[src/rtl/gray_pkg.sv]
// Shared types and helpers for the Gray-to-binary decoder and its step monitor.
package gray_pkg;

    typedef enum logic {
        IDLE  = 1'b0,
        TRACK = 1'b1
    } mon_state_t;

    localparam int GRAY_MAX_W = 64;

    // Zero-extended upper bits decode to zero, so one wide function serves any WIDTH.
    function automatic logic [GRAY_MAX_W-1:0] gray2bin(input logic [GRAY_MAX_W-1:0] g);
        logic [GRAY_MAX_W-1:0] b;
        b[GRAY_MAX_W-1] = g[GRAY_MAX_W-1];
        for (int i = GRAY_MAX_W - 2; i >= 0; i--) begin
            b[i] = b[i+1] ^ g[i];
        end
        return b;
    endfunction

endpackage

[src/rtl/gray_to_bin_decoder_if.sv]
// Bus between a Gray sample producer/result consumer and the decoder.
// Handshake: a beat moves on a stage boundary in any cycle where valid and ready are both 1 at the rising edge.
interface gray_to_bin_decoder_if
    import gray_pkg::*;
#(
    parameter int WIDTH = 4,
    parameter int CNT_W = 8
);
    logic             in_valid;
    logic             in_ready;
    logic [WIDTH-1:0] in_gray;
    logic             out_valid;
    logic             out_ready;
    logic [WIDTH-1:0] out_bin;
    logic             out_step_err;
    logic             err_clear;
    logic             step_err;
    logic [CNT_W-1:0] err_count;
    mon_state_t       mon_state;

    modport master (
        output in_valid, in_gray, out_ready, err_clear,
        input  in_ready, out_valid, out_bin, out_step_err, step_err, err_count, mon_state
    );

    modport slave (
        input  in_valid, in_gray, out_ready, err_clear,
        output in_ready, out_valid, out_bin, out_step_err, step_err, err_count, mon_state
    );
endinterface

[src/rtl/gray_step_checker.sv]
// Tracks the last accepted Gray code and flags any accepted code that is not a single-bit step.
module gray_step_checker
    import gray_pkg::*;
#(
    parameter int WIDTH        = 4,
    parameter bit ALLOW_REPEAT = 1'b1,
    parameter int CNT_W        = 8
) (
    input  logic             clk,
    input  logic             rst,
    input  logic             accept,
    input  logic [WIDTH-1:0] gray,
    input  logic             err_clear,
    output logic             beat_err,
    output logic             step_err,
    output logic [CNT_W-1:0] err_count,
    output mon_state_t       state
);
    mon_state_t       state_d;
    logic [WIDTH-1:0] prev_q;
    logic [WIDTH-1:0] prev_d;
    logic [WIDTH-1:0] diff;
    logic             step_d;
    logic [CNT_W-1:0] cnt_d;

    assign diff = gray ^ prev_q;

    always_comb begin
        state_d  = state;
        prev_d   = prev_q;
        beat_err = 1'b0;
        if (accept) prev_d = gray;
        // A clear forgets history, so a same-cycle beat starts fresh tracking.
        if (err_clear) begin
            state_d = accept ? TRACK : IDLE;
        end else if (accept) begin
            case (state)
                IDLE:    state_d = TRACK;
                TRACK:   beat_err = ($countones(diff) > 1) || ((diff == '0) && !ALLOW_REPEAT);
                default: state_d = IDLE;
            endcase
        end
    end

    always_comb begin
        step_d = step_err;
        cnt_d  = err_count;
        if (err_clear) begin
            step_d = 1'b0;
            cnt_d  = '0;
        end else if (beat_err) begin
            step_d = 1'b1;
            if (err_count != '1) cnt_d = err_count + 1'b1;
        end
    end

    always_ff @(posedge clk or posedge rst) begin
        if (rst) begin
            state     <= IDLE;
            prev_q    <= '0;
            step_err  <= 1'b0;
            err_count <= '0;
        end else begin
            state     <= state_d;
            prev_q    <= prev_d;
            step_err  <= step_d;
            err_count <= cnt_d;
        end
    end
endmodule

[src/rtl/gray_to_bin_decoder.sv]
// Two-stage elastic Gray-to-binary decoder with a one-bit-step monitor on accepted samples.
module gray_to_bin_decoder
    import gray_pkg::*;
#(
    parameter int WIDTH        = 4,
    parameter bit ALLOW_REPEAT = 1'b1,
    parameter int CNT_W        = 8
) (
    input logic                    clk,
    input logic                    rst,
    gray_to_bin_decoder_if.slave   bus
);
    logic             s1_valid;
    logic             s1_err;
    logic [WIDTH-1:0] s1_gray;
    logic             s2_valid;
    logic             s2_err;
    logic [WIDTH-1:0] s2_bin;
    logic             s1_adv;
    logic             s2_adv;
    logic             accept;
    logic             beat_err;
    logic [WIDTH-1:0] dec_bin;

    assign s2_adv  = !s2_valid || bus.out_ready;
    assign s1_adv  = !s1_valid || s2_adv;
    assign accept  = bus.in_valid && s1_adv;
    assign dec_bin = WIDTH'(gray2bin(GRAY_MAX_W'(s1_gray)));

    gray_step_checker #(
        .WIDTH        (WIDTH),
        .ALLOW_REPEAT (ALLOW_REPEAT),
        .CNT_W        (CNT_W)
    ) u_checker (
        .clk       (clk),
        .rst       (rst),
        .accept    (accept),
        .gray      (bus.in_gray),
        .err_clear (bus.err_clear),
        .beat_err  (beat_err),
        .step_err  (bus.step_err),
        .err_count (bus.err_count),
        .state     (bus.mon_state)
    );

    always_ff @(posedge clk or posedge rst) begin
        if (rst) begin
            s1_valid <= 1'b0;
            s1_err   <= 1'b0;
            s1_gray  <= '0;
            s2_valid <= 1'b0;
            s2_err   <= 1'b0;
            s2_bin   <= '0;
        end else begin
            if (s1_adv) begin
                s1_valid <= bus.in_valid;
                if (accept) begin
                    s1_gray <= bus.in_gray;
                    s1_err  <= beat_err;
                end
            end
            // Payload registers only load on real beats so held outputs never glitch.
            if (s2_adv) begin
                s2_valid <= s1_valid;
                if (s1_valid) begin
                    s2_bin <= dec_bin;
                    s2_err <= s1_err;
                end
            end
        end
    end

    assign bus.in_ready     = s1_adv;
    assign bus.out_valid    = s2_valid;
    assign bus.out_bin      = s2_bin;
    assign bus.out_step_err = s2_err;
endmodule

[src/flat_wrapper.sv]
// flat-port wrapper written by rule: the top's interface ports become plain ports
module gray_to_bin_decoder_flat import gray_pkg::*;
#(
    parameter int WIDTH        = 4,
    parameter bit ALLOW_REPEAT = 1'b1,
    parameter int CNT_W        = 8
)
  (clk, rst, bus_in_valid, bus_in_gray, bus_out_ready, bus_err_clear, bus_in_ready, bus_out_valid, bus_out_bin, bus_out_step_err, bus_step_err, bus_err_count, bus_mon_state);
  gray_to_bin_decoder_if #(.WIDTH(WIDTH), .CNT_W(CNT_W)) bus_i ();
  input logic clk;
  input logic rst;
  input wire logic [$bits(bus_i.in_valid)-1:0] bus_in_valid;
  input wire logic [$bits(bus_i.in_gray)-1:0] bus_in_gray;
  input wire logic [$bits(bus_i.out_ready)-1:0] bus_out_ready;
  input wire logic [$bits(bus_i.err_clear)-1:0] bus_err_clear;
  output wire logic [$bits(bus_i.in_ready)-1:0] bus_in_ready;
  output wire logic [$bits(bus_i.out_valid)-1:0] bus_out_valid;
  output wire logic [$bits(bus_i.out_bin)-1:0] bus_out_bin;
  output wire logic [$bits(bus_i.out_step_err)-1:0] bus_out_step_err;
  output wire logic [$bits(bus_i.step_err)-1:0] bus_step_err;
  output wire logic [$bits(bus_i.err_count)-1:0] bus_err_count;
  output wire logic [$bits(bus_i.mon_state)-1:0] bus_mon_state;
  assign bus_i.in_valid = bus_in_valid;
  assign bus_i.in_gray = bus_in_gray;
  assign bus_i.out_ready = bus_out_ready;
  assign bus_i.err_clear = bus_err_clear;
  assign bus_in_ready = bus_i.in_ready;
  assign bus_out_valid = bus_i.out_valid;
  assign bus_out_bin = bus_i.out_bin;
  assign bus_out_step_err = bus_i.out_step_err;
  assign bus_step_err = bus_i.step_err;
  assign bus_err_count = bus_i.err_count;
  assign bus_mon_state = bus_i.mon_state;
  gray_to_bin_decoder #(.WIDTH(WIDTH), .ALLOW_REPEAT(ALLOW_REPEAT), .CNT_W(CNT_W)) u_core (.clk(clk), .rst(rst), .bus(bus_i));
endmodule
[config.mk]
export PLATFORM = sky130hd
export DESIGN_NAME = gray_to_bin_decoder_flat
export DESIGN_NICKNAME = d
export VERILOG_FILES = /design/src/rtl/gray_pkg.sv /design/src/rtl/gray_to_bin_decoder_if.sv /design/src/rtl/gray_step_checker.sv /design/src/rtl/gray_to_bin_decoder.sv /design/src/flat_wrapper.sv
export SDC_FILE = /design/constraint.sdc
export NUM_CORES = 1
export LEC_CHECK = 0
export CORE_ASPECT_RATIO = 0.75
export CORE_MARGIN = 2
export CORE_UTILIZATION = 48
export CTS_CLUSTER_DIAMETER = 100
export CTS_CLUSTER_SIZE = 12
export DETAILED_ROUTE_END_ITERATION = 12
export PLACE_DENSITY_LB_ADDON = 0.08
export SYNTH_ARGS = -nofsm -noshare
export SYNTH_HDL_FRONTEND = slang
export SYNTH_SLANG_ARGS = --single-unit
[constraint.sdc]
create_clock -name clk -period 2.8 [get_ports clk]
set_clock_uncertainty 0.15 [all_clocks]
set_input_delay 0.56 -clock clk [delete_from_list [all_inputs] [get_ports clk]]
set_output_delay 0.56 -clock clk [all_outputs]
set_load 0.01 [all_outputs]
Word level (Yosys, flattened, before mapping)
Index checks and enable logic that the tools add are counted.
- input port bits: 9
- output and inout bits: 17
- word-level logic and storage cells: 42
- register bits: 26
- magnitude comparators: 1
- reduce and logical (&&, ||, !) cells: 11
- add/sub/neg operators: 4
- equality and inequality tests: 1
- bitwise gates (word level): 4
- muxes and demuxes: 11
- operator list (cell ; number):
    two-way mux 8 bit ; 3
    adder 8 x 1 -> 8 bit (second input constant) ; 1
    two-way mux 1 bit ; 8
    != test 8 bit (second input constant) ; 1
    AND reduction 2 bit ; 3
    nonzero test 2 bit ; 3
    adder 1 x 1 -> 2 bit ; 2
    bitwise XOR 4 bit ; 1
    adder 2 x 2 -> 3 bit ; 1
    greater-than comparator 3 x 1 -> 1 bit (second input constant) ; 1
    bitwise XOR 1 bit ; 3
    logical NOT 1 bit ; 2
    logical OR 1 bit ; 2
    logical AND 1 bit ; 1

Depth between registers and ports, before layout
- depth after elaboration: 9
- gate-level depth with buffers: 7
- depth with buffers taken out: 6

By module
From an unflattened synthesis, not the netlist that was laid out.
- cells, all modules: 106
- area, all modules: 1256.2 um^2
- modules (own cells, without submodules) (module ; area an instance (um^2) ; seq. area each (um^2) ; cells an instance ; times used):
    gray_step_checker ; 758.2 ; 350.3 ; 72 ; 1
    gray_to_bin_decoder ; 498.0 ; 300.3 ; 34 ; 1

Worst setup path before layout
OpenSTA, ideal clock, no wires.
- path type: in2reg
- start: in bus_in_gray[1]
- end: reg u_core.u_checker.err_count[5]
- stages on the path: 7
- library setup time: 128 ps
- data required time: 2522 ps
- slack: 381 ps
- arrival time: 2142 ps
- path buffers: 1
- path through: xnor2_1 > fa_1 > nor2b_1 > a21oi_2 > buf_6 > nor4_2 > mux2_1
- longest elaborated chain between the ends: 9
- RTL lines (element ; RTL line ; source):
    start, declared ; flat_wrapper.sv:13 ; input wire logic [$bits(bus_i.in_gray)-1:0] bus_in_gray;
    bitwise XOR 4 bit ; gray_step_checker.sv:26 ; assign diff = gray ^ prev_q;
    adder 1 x 1 -> 2 bit (implied by the code) ; gray_step_checker.sv:39 ; TRACK: beat_err = ($countones(diff) > 1) || ((diff == '0) && !ALLOW_REPEAT);
    adder 2 x 2 -> 3 bit (implied by the code) ; gray_step_checker.sv:39 ;
    greater-than comparator 3 x 1 -> 1 bit ; gray_step_checker.sv:39 ;
    two-way mux 1 bit ; gray_step_checker.sv:37 ; case (state)
    two-way mux 1 bit ; gray_step_checker.sv:36 ; end else if (accept) begin
    two-way mux 1 bit ; gray_step_checker.sv:34 ; if (err_clear) begin
    nonzero test 2 bit (no source line) ; n/a ;
    AND reduction 2 bit (no source line) ; n/a ;
    end signal, assigned ; gray_step_checker.sv:67 ; err_count <= cnt_d;
    end, declared ; gray_step_checker.sv:16 ; output logic [CNT_W-1:0] err_count,
No other way between the ends.
A chain may end at the register's enable or synchronous reset.

Worst setup path after layout
- start: in bus_in_gray[1]
- end: reg u_core.u_checker.err_count[7]
The elaborated chain is that of the path after synthesis.

==> results <==
==> power breakdown <==
part           switching, W  internal [W]  total (W)  leakage [nW]
logic              0.000124      0.000152   0.000276         0.290
registers         0.0000330      0.000364   0.000397         0.278
clock network     0.0000872     0.0000502   0.000137        0.0138
==> through the flow <==
step	std cells	setup TNS, ns	instance area (um^2)	util [%]
finish	152	0	1429	63.44
detailed placement	149	-0.7923	1391	61.78
global placement	149	-0.6496	1391	61.78
global route	152	0	1429	63.44
floorplan	100	0	1111	-
CTS	152	0	1414	62.78
==> cell usage in the layout, fill, tap and decap left out <==
master and instances:
clkdlybuf4s50_1 25, dfrtp_1 22, mux2_2 7, nand2_1 7
a21oi_1 6, o21ai_0 5, nor2b_1 4, nand3_1 4
o31ai_1 4, nor2_1 4, xnor2_1 4, inv_1 3
or4_1 3, nand2b_1 3, clkbuf_4 3, buf_4 3
nor4_2 2, mux2_1 2, xnor2_2 2, nand3b_2 1
and2_0 1, xor2_1 1, a21oi_2 1, nand4_2 1
o211ai_1 1, or3_1 1, a21o_2 1, o2111ai_1 1
nor4b_1 1, a31oi_1 1, a211oi_1 1, fa_1 1
ha_1 1
==> state kept, by name, summed over array words and instances (netlist names) <==
name	count
u_core.u_checker.err_count	8
u_core.u_checker.prev_q	4
u_core.bus.out_step_err	1
u_core.u_checker.step_err	1
u_core.bus.out_bin	4
u_core.bus.out_valid	1
u_core.u_checker.state	1
u_core.s1_valid	1
u_core.s1_err	1
==> cell type report <==
class,instances,share of cell area (%)
Clock buffer,3,1.576
Inverter,3,0.7881
Multi-Input combinational cell,71,37.83
Sequential cell,22,38.53
Tap cell,25,2.189
Timing Repair Buffer,28,19.09
==> layer usage <==
layer	vias up	track usage (%)
li1	414	-
met1	409	24.77
met4	0	2.667
met2	20	25.05
met3	2	6.250
met5	-	0
==> cells by family (layout without fill, tap and decap cells) <==
kind of cell    after synthesis  count (layout)  share of synthesized area (%)
simple gates                 32              32                          17.79
flops                        22              22                          49.55
compound gates               21              21                          11.94
mux                           9               9                          9.122
xor+xnor                      7               7                          5.518
buf+inv                       7              34                          3.153
fa+ha+maj                     2               2                          2.928
==> final timing paths <==
kind | end | depth (start not counted) | from
min reg2reg | u_core.bus.out_bin[0] | 2 | u_core.bus.out_bin[0]
max reg2reg | u_core.u_checker.err_count[7] | 6 | u_core.u_checker.prev_q[3]
max in group asynchronous | u_core.u_checker.err_count[6] | 3 | rst
min | u_core.bus.out_bin[0] | 2 | u_core.bus.out_bin[0]
max | u_core.u_checker.err_count[7] | 7 | bus_in_gray[1]
min in group asynchronous | u_core.bus.out_bin[1] | 3 | rst
==> worst max-delay path: stages <==
cell             delay (ns)
clkdlybuf4s50_1        0.54
xnor2_2                0.14
fa_1                   0.44
nor2b_1                0.18
a21oi_2                0.16
nor4_2                 0.32
mux2_1                 0.34
==> what timing repair did <==
action                                  in CTS  in global routing
gates resized for setup                      0                  2
endpoints found under the hold margin        0                  0
endpoints found under the setup margin       0                  2
==> impl_metrics.tcl <==
set metrics [dict create \
    status "finished clean" \
    rsz0062_at_grt "no" \
    synth_seq_area_share_pct 49.55 \
    dr.first_iter.drc_count 18 \
    ys_top_cells_by_count "22 x dfrtp_1, 7 x mux2_2, 7 x nand2_1, 6 x a21oi_1, 6 x xnor2_1" \
    min_period_ns 2.640 \
    p_leak_nw 0.5825 \
    detail_route.wl_per_cell_um 13.99 \
    worstHoldPathType "reg2reg" \
    die_width_um 59.56 \
    rows 15 \
    pre_cts_slack_ns -0.1603 \
    yosysMostFrequentCell "dfrtp_1" \
    syn2layout_area_growth_pct 28.60 \
    worstPathMaxFanout 10 \
    setup_viol 0 \
    ys.flop_type "dfrtp_1" \
    maxSlewViolCount 0 \
    grt_pass1_wl_mm 3.387 \
    grt_use_total_pct 17.07 \
    clock_path_buffers 2 \
    ys_warn_count 0 \
    hold_buffers 0 \
    drc 0 \
    synth_top_area_share_pct 49.55 \
    max_slew_margin_pct 48.12 \
    cts_made_buffers 3 \
    wl_mm 2.126 \
    yosys.area.top_type "dfrtp_1" \
    first_pass_iters 4 \
    synth.distinct_cells 32 \
    synth_area_per_cell_um2 11.11 \
    io-pin-count 26 \
    power_w 0.0008104 \
    reg2reg_setup_slack_ns 0.41 \
    synthTopCellsByArea "dfrtp_1 50%, mux2_2 7.1%, xnor2_1 4.7%" \
    netlist_area_mm2 0.001111 \
    netlist_instances 100 \
    hpwl_mm 1.576 \
    ys_ff_latch 22 \
    syn_nets 111 \
    cap_viol_max_count 0 \
    whs_ns 0.3416 \
    drive_above_1_share_pct 16.54 \
    wl_met3_um 136 \
    core_mm2 0.002252 \
    hold_viol 0 \
    nFillCells 208 \
    multi_input_area_um2 540.5 \
    grt_overflow_total 0 \
    clk_pin_slew_ns 0.11 \
    numClockSinks 22 \
    startpoint_type "input port" \
    cts-root-buf "clkbuf_4" \
    grt_pass1_vias 725 \
    regArea_um2 550.5 \
    vias_per_cell 5.559 \
    die_h_um 45.67 \
    fin_nets 140 \
    grt_max_degree 23 \
    cp-end-kind "flop" \
    clkLatencyLatePin_ns 0.30 \
    crit_type "in2reg" \
    fmax_ghz 0.3788 \
    cts_tree "yes" \
    h-tree-depth 1 \
    antenna_found_initial 0 \
    synth_edf_count 0 \
    crit_required_ns 2.84 \
    cp.arrival_ns 2.68 \
    antenna_cells 0 \
    ir_worst_vdd_mv 0.3793 \
    die_area_mm2 0.002720 \
    num_vias 845 \
    top_layer_used "met4" \
    gp_congestion 0.8220 \
    setup_slack_ns 0.1603 \
    portBuffers 25 \
    drt-met1-wl_mm 1.044 \
    power_density_mw_per_mm2 567.1 \
    timing.final.crit_share_pct 94.27 \
    ant_nets 0 \
    initial_core_util_pct 49.33 \
    cts_setup_buffers 0 \
    wl_met2_um 931 \
    ys_async_sr_fraction_pct 100.0 \
    tightest_slew_ns 0.7748 \
]
Power figures use the tool's default switching activity.
